File: src/rtl/cnn_layer_accel_awe_feeder_pkg.sv
// Shared constants and helpers for the AWE feeder.
// Holds the FSM state encoding, default sizing of the kernel/window/drain
// logic, the lane widths of the 4-lane pixel and weight beats, and a
// helper that turns a kernel size K into its tap count K*K.
package cnn_layer_accel_awe_feeder_pkg;

  localparam int C_MAX_KERNAL_DEF    = 5;
  localparam int C_WIN_CNT_WIDTH_DEF = 16;
  localparam int C_DRAIN_CYCLES_DEF  = 8;
  localparam int C_KERNAL_SIZE_WIDTH = 4;

  localparam int PIXEL_WIDTH      = 16;
  localparam int WEIGHT_WIDTH     = 16;
  localparam int C_PIX_BEAT_WIDTH = 4 * PIXEL_WIDTH;
  localparam int C_WHT_BEAT_WIDTH = 4 * WEIGHT_WIDTH;

  // FSM state encoding
  typedef logic [1:0] feeder_state_t;
  localparam feeder_state_t ST_IDLE     = 2'd0;
  localparam feeder_state_t ST_LOAD_WHT = 2'd1;
  localparam feeder_state_t ST_STREAM   = 2'd2;
  localparam feeder_state_t ST_DRAIN    = 2'd3;

  // Taps per window (K*K) at double width so that no product is lost
  function automatic logic [2*C_KERNAL_SIZE_WIDTH-1:0] kernel_taps(
    input logic [C_KERNAL_SIZE_WIDTH-1:0] k
  );
    logic [2*C_KERNAL_SIZE_WIDTH-1:0] kx;
    kx = {{C_KERNAL_SIZE_WIDTH{1'b0}}, k};
    return kx * kx;
  endfunction

endpackage

File: src/rtl/cnn_layer_accel_awe_wht_buf.sv
// Kernel weight buffer for the AWE feeder.
// DEPTH x DW distributed RAM: one synchronous write port and one
// asynchronous read port. The contents are deliberately not reset; every
// map reloads the buffer before it is read.
// Ports:
//   clk_i      clock
//   wr_en_i    write strobe
//   wr_addr_i  write address
//   wr_data_i  write data (one 4-lane weight beat)
//   rd_addr_i  read address (combinational read)
//   rd_data_o  read data
import cnn_layer_accel_awe_feeder_pkg::*;

module cnn_layer_accel_awe_wht_buf #(
  parameter int DEPTH = C_MAX_KERNAL_DEF * C_MAX_KERNAL_DEF,
  parameter int AW    = $clog2(DEPTH + 1),
  parameter int DW    = C_WHT_BEAT_WIDTH
) (
  input  logic          clk_i,
  input  logic          wr_en_i,
  input  logic [AW-1:0] wr_addr_i,
  input  logic [DW-1:0] wr_data_i,
  input  logic [AW-1:0] rd_addr_i,
  output logic [DW-1:0] rd_data_o
);

  logic [DW-1:0] mem_q [DEPTH];

  // Synchronous write port
  always_ff @(posedge clk_i) begin
    if (wr_en_i) begin
      mem_q[wr_addr_i] <= wr_data_i;
    end
  end

  assign rd_data_o = mem_q[rd_addr_i];

endmodule

File: src/rtl/cnn_layer_accel_awe_feeder.sv
// Transmit side of the AWE DSP pixel/weight interface.
// Preloads the K*K weight beats of a kernel, then streams pixel beats, each
// paired with the weight of its tap, to the ce0/ce1 lanes of the DSP pair.
// There is no backpressure from the DSPs; a missing pixel beat produces a
// bubble with all valids low and the data lanes held.
// Ports:
//   clk_i, rst_n_i                 clock, asynchronous active-low reset
//   new_map_i                      start pulse (latches K and window count)
//   kernal_window_size_i           K, taps per window = K*K
//   num_windows_i                  windows in this map
//   wht_valid_i/wht_ready_o        weight beat handshake, wht_datain_i data
//   pix_valid_i/pix_ready_o        pixel beat handshake, pix_datain_i data
//   ce{0,1}_{pixel,weight}_*_o     DSP lanes, {up,lo} per CE
//   busy_o                         map in progress
//   map_done_o                     one-cycle completion pulse
import cnn_layer_accel_awe_feeder_pkg::*;

module cnn_layer_accel_awe_feeder #(
  parameter int C_MAX_KERNAL    = C_MAX_KERNAL_DEF,
  parameter int C_WIN_CNT_WIDTH = C_WIN_CNT_WIDTH_DEF,
  parameter int C_DRAIN_CYCLES  = C_DRAIN_CYCLES_DEF
) (
  input  logic                           clk_i,
  input  logic                           rst_n_i,
  input  logic                           new_map_i,
  input  logic [C_KERNAL_SIZE_WIDTH-1:0] kernal_window_size_i,
  input  logic [C_WIN_CNT_WIDTH-1:0]     num_windows_i,
  input  logic                           wht_valid_i,
  output logic                           wht_ready_o,
  input  logic [C_WHT_BEAT_WIDTH-1:0]    wht_datain_i,
  input  logic                           pix_valid_i,
  output logic                           pix_ready_o,
  input  logic [C_PIX_BEAT_WIDTH-1:0]    pix_datain_i,
  output logic                           ce0_pixel_valid_o,
  output logic [2*PIXEL_WIDTH-1:0]       ce0_pixel_datain_o,
  output logic                           ce1_pixel_valid_o,
  output logic [2*PIXEL_WIDTH-1:0]       ce1_pixel_datain_o,
  output logic                           ce0_weight_valid_o,
  output logic [2*WEIGHT_WIDTH-1:0]      ce0_weight_datain_o,
  output logic                           ce1_weight_valid_o,
  output logic [2*WEIGHT_WIDTH-1:0]      ce1_weight_datain_o,
  output logic                           busy_o,
  output logic                           map_done_o
);

  localparam int KKW   = $clog2(C_MAX_KERNAL * C_MAX_KERNAL + 1);
  localparam int DRW   = $clog2(C_DRAIN_CYCLES + 1);
  localparam int WW    = C_WIN_CNT_WIDTH;
  localparam int KW    = C_KERNAL_SIZE_WIDTH;

  feeder_state_t              state_q, state_d;
  logic [KKW-1:0]             kk_q, kk_d;
  logic [WW-1:0]              nw_q, nw_d;
  logic [KKW-1:0]             wr_addr_q, wr_addr_d;
  logic [KKW-1:0]             tap_q, tap_d;
  logic [WW-1:0]              win_q, win_d;
  logic [DRW-1:0]             drain_q, drain_d;
  logic                       wht_ready_q, wht_ready_d;
  logic                       pix_ready_q, pix_ready_d;
  logic                       valid_q, valid_d;
  logic [C_PIX_BEAT_WIDTH-1:0] pix_data_q, pix_data_d;
  logic [C_WHT_BEAT_WIDTH-1:0] wht_data_q, wht_data_d;
  logic                       busy_q, busy_d;
  logic                       map_done_q, map_done_d;

  logic                        cfg_ok_s;
  logic                        wr_en_s;
  logic [C_WHT_BEAT_WIDTH-1:0] rd_data_s;

  cnn_layer_accel_awe_wht_buf #(
    .DEPTH (C_MAX_KERNAL * C_MAX_KERNAL),
    .AW    (KKW),
    .DW    (C_WHT_BEAT_WIDTH)
  ) u_wht_buf (
    .clk_i     (clk_i),
    .wr_en_i   (wr_en_s),
    .wr_addr_i (wr_addr_q),
    .wr_data_i (wht_datain_i),
    .rd_addr_i (tap_q),
    .rd_data_o (rd_data_s)
  );

  assign cfg_ok_s = (kernal_window_size_i != {KW{1'b0}}) &&
                    (kernal_window_size_i <= KW'(C_MAX_KERNAL)) &&
                    (num_windows_i != {WW{1'b0}});

  // Next-state logic for the FSM, counters and output registers
  always_comb begin
    state_d     = state_q;
    kk_d        = kk_q;
    nw_d        = nw_q;
    wr_addr_d   = wr_addr_q;
    tap_d       = tap_q;
    win_d       = win_q;
    drain_d     = drain_q;
    wht_ready_d = wht_ready_q;
    pix_ready_d = pix_ready_q;
    valid_d     = 1'b0;
    pix_data_d  = pix_data_q;
    wht_data_d  = wht_data_q;
    busy_d      = busy_q;
    map_done_d  = 1'b0;
    wr_en_s     = 1'b0;
    case (state_q)
      ST_IDLE: begin
        // A start coinciding with the completion pulse is dropped.
        if (new_map_i && !map_done_q) begin
          kk_d      = KKW'(kernel_taps(kernal_window_size_i));
          nw_d      = num_windows_i;
          wr_addr_d = {KKW{1'b0}};
          tap_d     = {KKW{1'b0}};
          win_d     = {WW{1'b0}};
          drain_d   = {DRW{1'b0}};
          if (cfg_ok_s) begin
            state_d     = ST_LOAD_WHT;
            busy_d      = 1'b1;
            wht_ready_d = 1'b1;
          end else begin
            // Illegal config: complete immediately without any handshake.
            map_done_d = 1'b1;
            busy_d     = 1'b0;
          end
        end else begin
          state_d = ST_IDLE;
        end
      end
      ST_LOAD_WHT: begin
        if (wht_valid_i && wht_ready_q) begin
          wr_en_s = 1'b1;
          if (wr_addr_q == kk_q - KKW'(1)) begin
            state_d     = ST_STREAM;
            wht_ready_d = 1'b0;
            pix_ready_d = 1'b1;
            tap_d       = {KKW{1'b0}};
            win_d       = {WW{1'b0}};
          end else begin
            wr_addr_d = wr_addr_q + KKW'(1);
          end
        end else begin
          wr_addr_d = wr_addr_q;
        end
      end
      ST_STREAM: begin
        if (pix_valid_i && pix_ready_q) begin
          valid_d    = 1'b1;
          pix_data_d = pix_datain_i;
          wht_data_d = rd_data_s;
          if (tap_q == kk_q - KKW'(1)) begin
            tap_d = {KKW{1'b0}};
            if (win_q == nw_q - WW'(1)) begin
              state_d     = ST_DRAIN;
              pix_ready_d = 1'b0;
              drain_d     = {DRW{1'b0}};
            end else begin
              win_d = win_q + WW'(1);
            end
          end else begin
            tap_d = tap_q + KKW'(1);
          end
        end else begin
          tap_d = tap_q;
        end
      end
      ST_DRAIN: begin
        // Drain counts from the edge that produced the last valid beat.
        if (drain_q == DRW'(C_DRAIN_CYCLES - 1)) begin
          state_d    = ST_IDLE;
          map_done_d = 1'b1;
          busy_d     = 1'b0;
        end else begin
          drain_d = drain_q + DRW'(1);
        end
      end
      default: begin
        state_d     = ST_IDLE;
        wht_ready_d = 1'b0;
        pix_ready_d = 1'b0;
        busy_d      = 1'b0;
      end
    endcase
  end

  // State, counter and output registers
  always_ff @(posedge clk_i or negedge rst_n_i) begin
    if (!rst_n_i) begin
      state_q     <= ST_IDLE;
      kk_q        <= {KKW{1'b0}};
      nw_q        <= {WW{1'b0}};
      wr_addr_q   <= {KKW{1'b0}};
      tap_q       <= {KKW{1'b0}};
      win_q       <= {WW{1'b0}};
      drain_q     <= {DRW{1'b0}};
      wht_ready_q <= 1'b0;
      pix_ready_q <= 1'b0;
      valid_q     <= 1'b0;
      pix_data_q  <= {C_PIX_BEAT_WIDTH{1'b0}};
      wht_data_q  <= {C_WHT_BEAT_WIDTH{1'b0}};
      busy_q      <= 1'b0;
      map_done_q  <= 1'b0;
    end else begin
      state_q     <= state_d;
      kk_q        <= kk_d;
      nw_q        <= nw_d;
      wr_addr_q   <= wr_addr_d;
      tap_q       <= tap_d;
      win_q       <= win_d;
      drain_q     <= drain_d;
      wht_ready_q <= wht_ready_d;
      pix_ready_q <= pix_ready_d;
      valid_q     <= valid_d;
      pix_data_q  <= pix_data_d;
      wht_data_q  <= wht_data_d;
      busy_q      <= busy_d;
      map_done_q  <= map_done_d;
    end
  end

  assign wht_ready_o         = wht_ready_q;
  assign pix_ready_o         = pix_ready_q;
  assign ce0_pixel_valid_o   = valid_q;
  assign ce1_pixel_valid_o   = valid_q;
  assign ce0_weight_valid_o  = valid_q;
  assign ce1_weight_valid_o  = valid_q;
  // Fixed lane split; the receiver applies any inter-DSP skew.
  assign ce1_pixel_datain_o  = pix_data_q[4*PIXEL_WIDTH-1:2*PIXEL_WIDTH];
  assign ce0_pixel_datain_o  = pix_data_q[2*PIXEL_WIDTH-1:0];
  assign ce1_weight_datain_o = wht_data_q[4*WEIGHT_WIDTH-1:2*WEIGHT_WIDTH];
  assign ce0_weight_datain_o = wht_data_q[2*WEIGHT_WIDTH-1:0];
  assign busy_o              = busy_q;
  assign map_done_o          = map_done_q;

endmodule

File: config.mk
export PLATFORM = sky130hd
export DESIGN_NAME = cnn_layer_accel_awe_feeder
export DESIGN_NICKNAME = d
export VERILOG_FILES = /design/src/rtl/cnn_layer_accel_awe_feeder_pkg.sv /design/src/rtl/cnn_layer_accel_awe_wht_buf.sv /design/src/rtl/cnn_layer_accel_awe_feeder.sv
export SDC_FILE = /design/constraint.sdc
export NUM_CORES = 2
export LEC_CHECK = 0
export BUFFER_PORTS_ARGS = -buffer_cell sky130_fd_sc_hd__buf_2
export CAP_MARGIN = 20
export CORE_MARGIN = 5
export CORE_UTILIZATION = 50
export CTS_CLUSTER_DIAMETER = 40
export DETAILED_ROUTE_END_ITERATION = 6
export GPL_TIMING_DRIVEN = 0
export PLACE_DENSITY_LB_ADDON = 0.08
export RECOVER_POWER = 50
export SKIP_CTS_REPAIR_TIMING = 1
export SLEW_MARGIN = 20
export SYNTH_ARGS = -nofsm -noshare
export SYNTH_HDL_FRONTEND = slang
export SYNTH_SLANG_ARGS = --single-unit
File: constraint.sdc
create_clock -name clk_i -period 25.8 [get_ports clk_i]
set_clock_uncertainty 0.2 [all_clocks]
set_input_delay 5.16 -clock clk_i [delete_from_list [all_inputs] [get_ports clk_i]]
set_output_delay 5.16 -clock clk_i [all_outputs]
set_load 0.01 [all_outputs]
==> results.py <==
metrics = {
    "placement": {
        "dp_hpwl_mm": 115,
        "numPortBuffers": 288,
        "dpl-instance-area_mm2": 0.0752,
        "gp_congestion": 0.902,
    },
    "synth": {
        "synth_area_mm2": 0.0691,
        "async_flop_share_pct": 10.4,
        "synth-edff-count": 1600,
        "synth-seq-area-share_pct": 76.2,
        "synthesis.nets": 3535,
        "ys_ff_latch": 1785,
        "synth_flop_cell": "edfxtp_1",
        "synth_cells": 3367,
        "synthDistinctLibCells": 68,
        "ys_warn_count": 0,
        "postSynthAreaPerCell_um2": 20.5,
    },
    "route": {
        "avgViaCountPerCell": 5.93,
        "vias": 35400,
        "wirelength_mm": 172,
        "drtIter0Drc": 3435,
        "postRouteAntennaNets": 0,
        "drc": 0,
        "wl_per_cell_um": 28.7,
        "firstDrtPassIters": 6,
    },
    "floorplan": {
        "die_area_mm2": 0.146,
        "core_area_mm2": 0.137,
        "start_util_pct": 50.3,
        "die_w_um": 382,
        "io_pins": 289,
        "rows": 136,
        "die_h_um": 382,
    },
    "setup_path": {
        "critPathLaunchType": "input port",
        "worst-path-max-fanout": 96,
        "crit_chain": "clkbuf_1, clkbuf_1",
        "r2r_cells": 9,
        "r2r_start": "tap_q[0]",
        "crit_required_ps": 25230,
        "cpMostUsedCell": "clkbuf_1",
        "path_class": "in -> async",
        "setup.worst_path.end_class": "asynchronous set/reset pin",
        "critical_path.max_stage_delay_ps": 3770,
        "regToRegSetupSlack_ps": 20970,
        "r2r-end": "wht_data_q[19]",
        "worst-path-buf-inv": 2,
        "crit_family": "buffers and inverters",
        "cp.arrival_ps": 10410,
        "critPathSlowestCell": "clkbuf_1",
    },
    "timing": {
        "min_period_over_period_pct": 42.5,
        "post-route-min-period_ps": 10970,
        "fmax_mhz": 91.1,
        "rsz0062_at_grt": "false",
        "final_max_slew_viol_count": 217,
        "hold_viol_final": 0,
        "setup_viol_count_final": 0,
        "fin_setup_tns_ps": 0,
        "worst_pin_slew_ps": 5330,
        "max-slew-margin-rel_pct": -255,
    },
    "layout": {
        "final_cell_mix": "1600 x edfxtp_1, 448 x mux4_2, 360 x nand2_1, 240 x buf_2, 218 x clkbuf_16",
        "drive_gt1_share_pct": 29.4,
        "nNetsFinal": 4150,
        "utilization_pct": 60.0,
        "syn2layout_area_growth_pct": 19.5,
        "design_area_mm2": 0.0826,
        "final_common_cell": "edfxtp_1",
        "fillers": 9755,
    },
    "status": {
        "outcome": "finished with violations",
        "failed_checks": "max-capacitance violations, max-slew violations",
    },
    "min_path": {
        "min_path_cells": 2,
        "holdPathEnd": "pix_data_q[19]",
        "hold_path.class": "reg -> reg",
        "hp-start": "pix_data_q[19]",
    },
    "clock_network": {
        "cts.sinks": 1785,
        "cts_root_buf": "clkbuf_16",
        "cts_buffers": 215,
        "clockBufferDepth": 3,
        "path_clk_slew_ps": 50,
        "cts_tree": "built",
        "clock_latency_ps": 840,
        "cts.htree.levels": 4,
    },
    "global_route": {
        "gr-total-overflow": 0,
        "grt_max_degree": 97,
        "grt_pass1_wl_mm": 252,
        "grt_pass1_vias": 37000,
        "globalRouteTotalUtil_pct": 23.7,
        "antenna_found_initial": 5,
    },
    "power_and_ir_drop": {
        "p_per_area_mw_per_mm2": 96.6,
        "finalPower_w": 0.00798,
        "irDropWorstVdd_uv": 65.8,
        "p_leak_nw": 27.1,
    },
    "flow_run": {
        "max-cap-violations": 5,
    },
}
[synthesized netlist by cell type (all sizes together), types with 4 or more instances]
cell	count	area [um^2]
nand4	19	119
o21ai	148	741
xor2	8	70.1
nor2	39	146
xnor2	16	140
dfrtp	185	4630
nor3	11	60.1
ha	14	175
nor3b	5	37.5
and2	6	37.5
mux2	19	214
mux4	448	10100
nor4	8	65.1
o31ai	10	75.1
or4	8	63.8
and3	6	42.5
nor2b	9	56.3
or3	11	68.8
buf	61	283
nand2	361	1360
inv	17	63.8
a21o	4	30.0
a21oi	28	148
mux2i	132	1320
clkbuf	122	458
edfxtp	1600	48000
o211ai	4	30.0
nand3	22	110
[cells by family after synthesis]
family	count (synthesis)	share of synthesized area, %
fa+ha+maj	15	0.282
xor+xnor	26	0.369
flops	1785	76.2
mux	599	16.8
simple gates	528	3.41
compound gates	213	1.71
buf+inv	201	1.17
[where the power goes]
| group | switching (W) | internal (W) | leakage, nW | total, W |
|---|---|---|---|---|
| logic | 0.000859 | 0.000667 | 6.72 | 0.00153 |
| registers | 0.0000953 | 0.00329 | 16.7 | 0.00338 |
| clock network | 0.00121 | 0.00186 | 3.61 | 0.00307 |
| total | 0.00217 | 0.00581 | 27.1 | 0.00798 |
[worst max-delay path by stage]
stage	startpoint	endpoint	cells after the start
2_1_floorplan	wht_valid_i	u_wht_buf.mem_q[24][0]	3
3_3_place_gp	wht_valid_i	u_wht_buf.mem_q[24][23]	4
3_5_place_dp	new_map_i	win_q[9]	11
4_1_cts	new_map_i	win_q[13]	11
5_1_grt	rst_n_i	wht_data_q[35]	2
6_report	rst_n_i	wht_data_q[35]	2
[worst min-delay path, stage by stage, from the launching register on]
cell and delay (ps):
dfrtp_1 330, nand2_1 50, nand2_1 60
[flip-flops by register name, summed over array words and instances, names as in the netlist]
signal             flops
state_q                2
busy_o                 1
wht_data_q            64
u_wht_buf.mem_q     1600
ce0_pixel_valid_o      1
kk_q                   4
nw_q                  16
drain_q                4
tap_q                  5
pix_data_q            64
wr_addr_q              5
win_q                 16
map_done_o             1
pix_ready_o            1
wht_ready_o            1
[final cells by class]
cell class	instances	area [um^2]	area share, %
repair buffers	398	3570	4.33
diodes	4	10.0	0.0121
well taps	1794	2240	2.72
clock buffers	254	5720	6.93
flip-flops and latches	1785	52700	63.8
clock inverters	155	1730	2.09
inverters	18	67.6	0.0818
multi-input cells	1381	15800	19.1
plain buffers	183	778	0.943
[per-layer routing]
| metal | share of wire, % | track usage, % | wire length (um) |
|---|---|---|---|
| met3 | 6.9 | 4.37 | 11900 |
| met2 | 50 | 39.7 | 86100 |
| met1 | 41 | 32.8 | 70100 |
| met4 | 2.0 | 5.83 | 3430 |
| met5 | 0.0064 | 0 | 11 |
[through the flow]
| step | hold WS, ps | setup slack (ps) | instances |
|---|---|---|---|
| after floorplan | 272 | 13240 | 3367 |
| after global placement | 252 | 6080 | 5449 |
| after detailed placement | 260 | 17670 | 5551 |
| after CTS | 273 | 18560 | 5960 |
| after global routing | 294 | 13220 | 5969 |
| final | 275 | 14830 | 5972 |
Note: power is estimated with default switching activity, not from simulation.
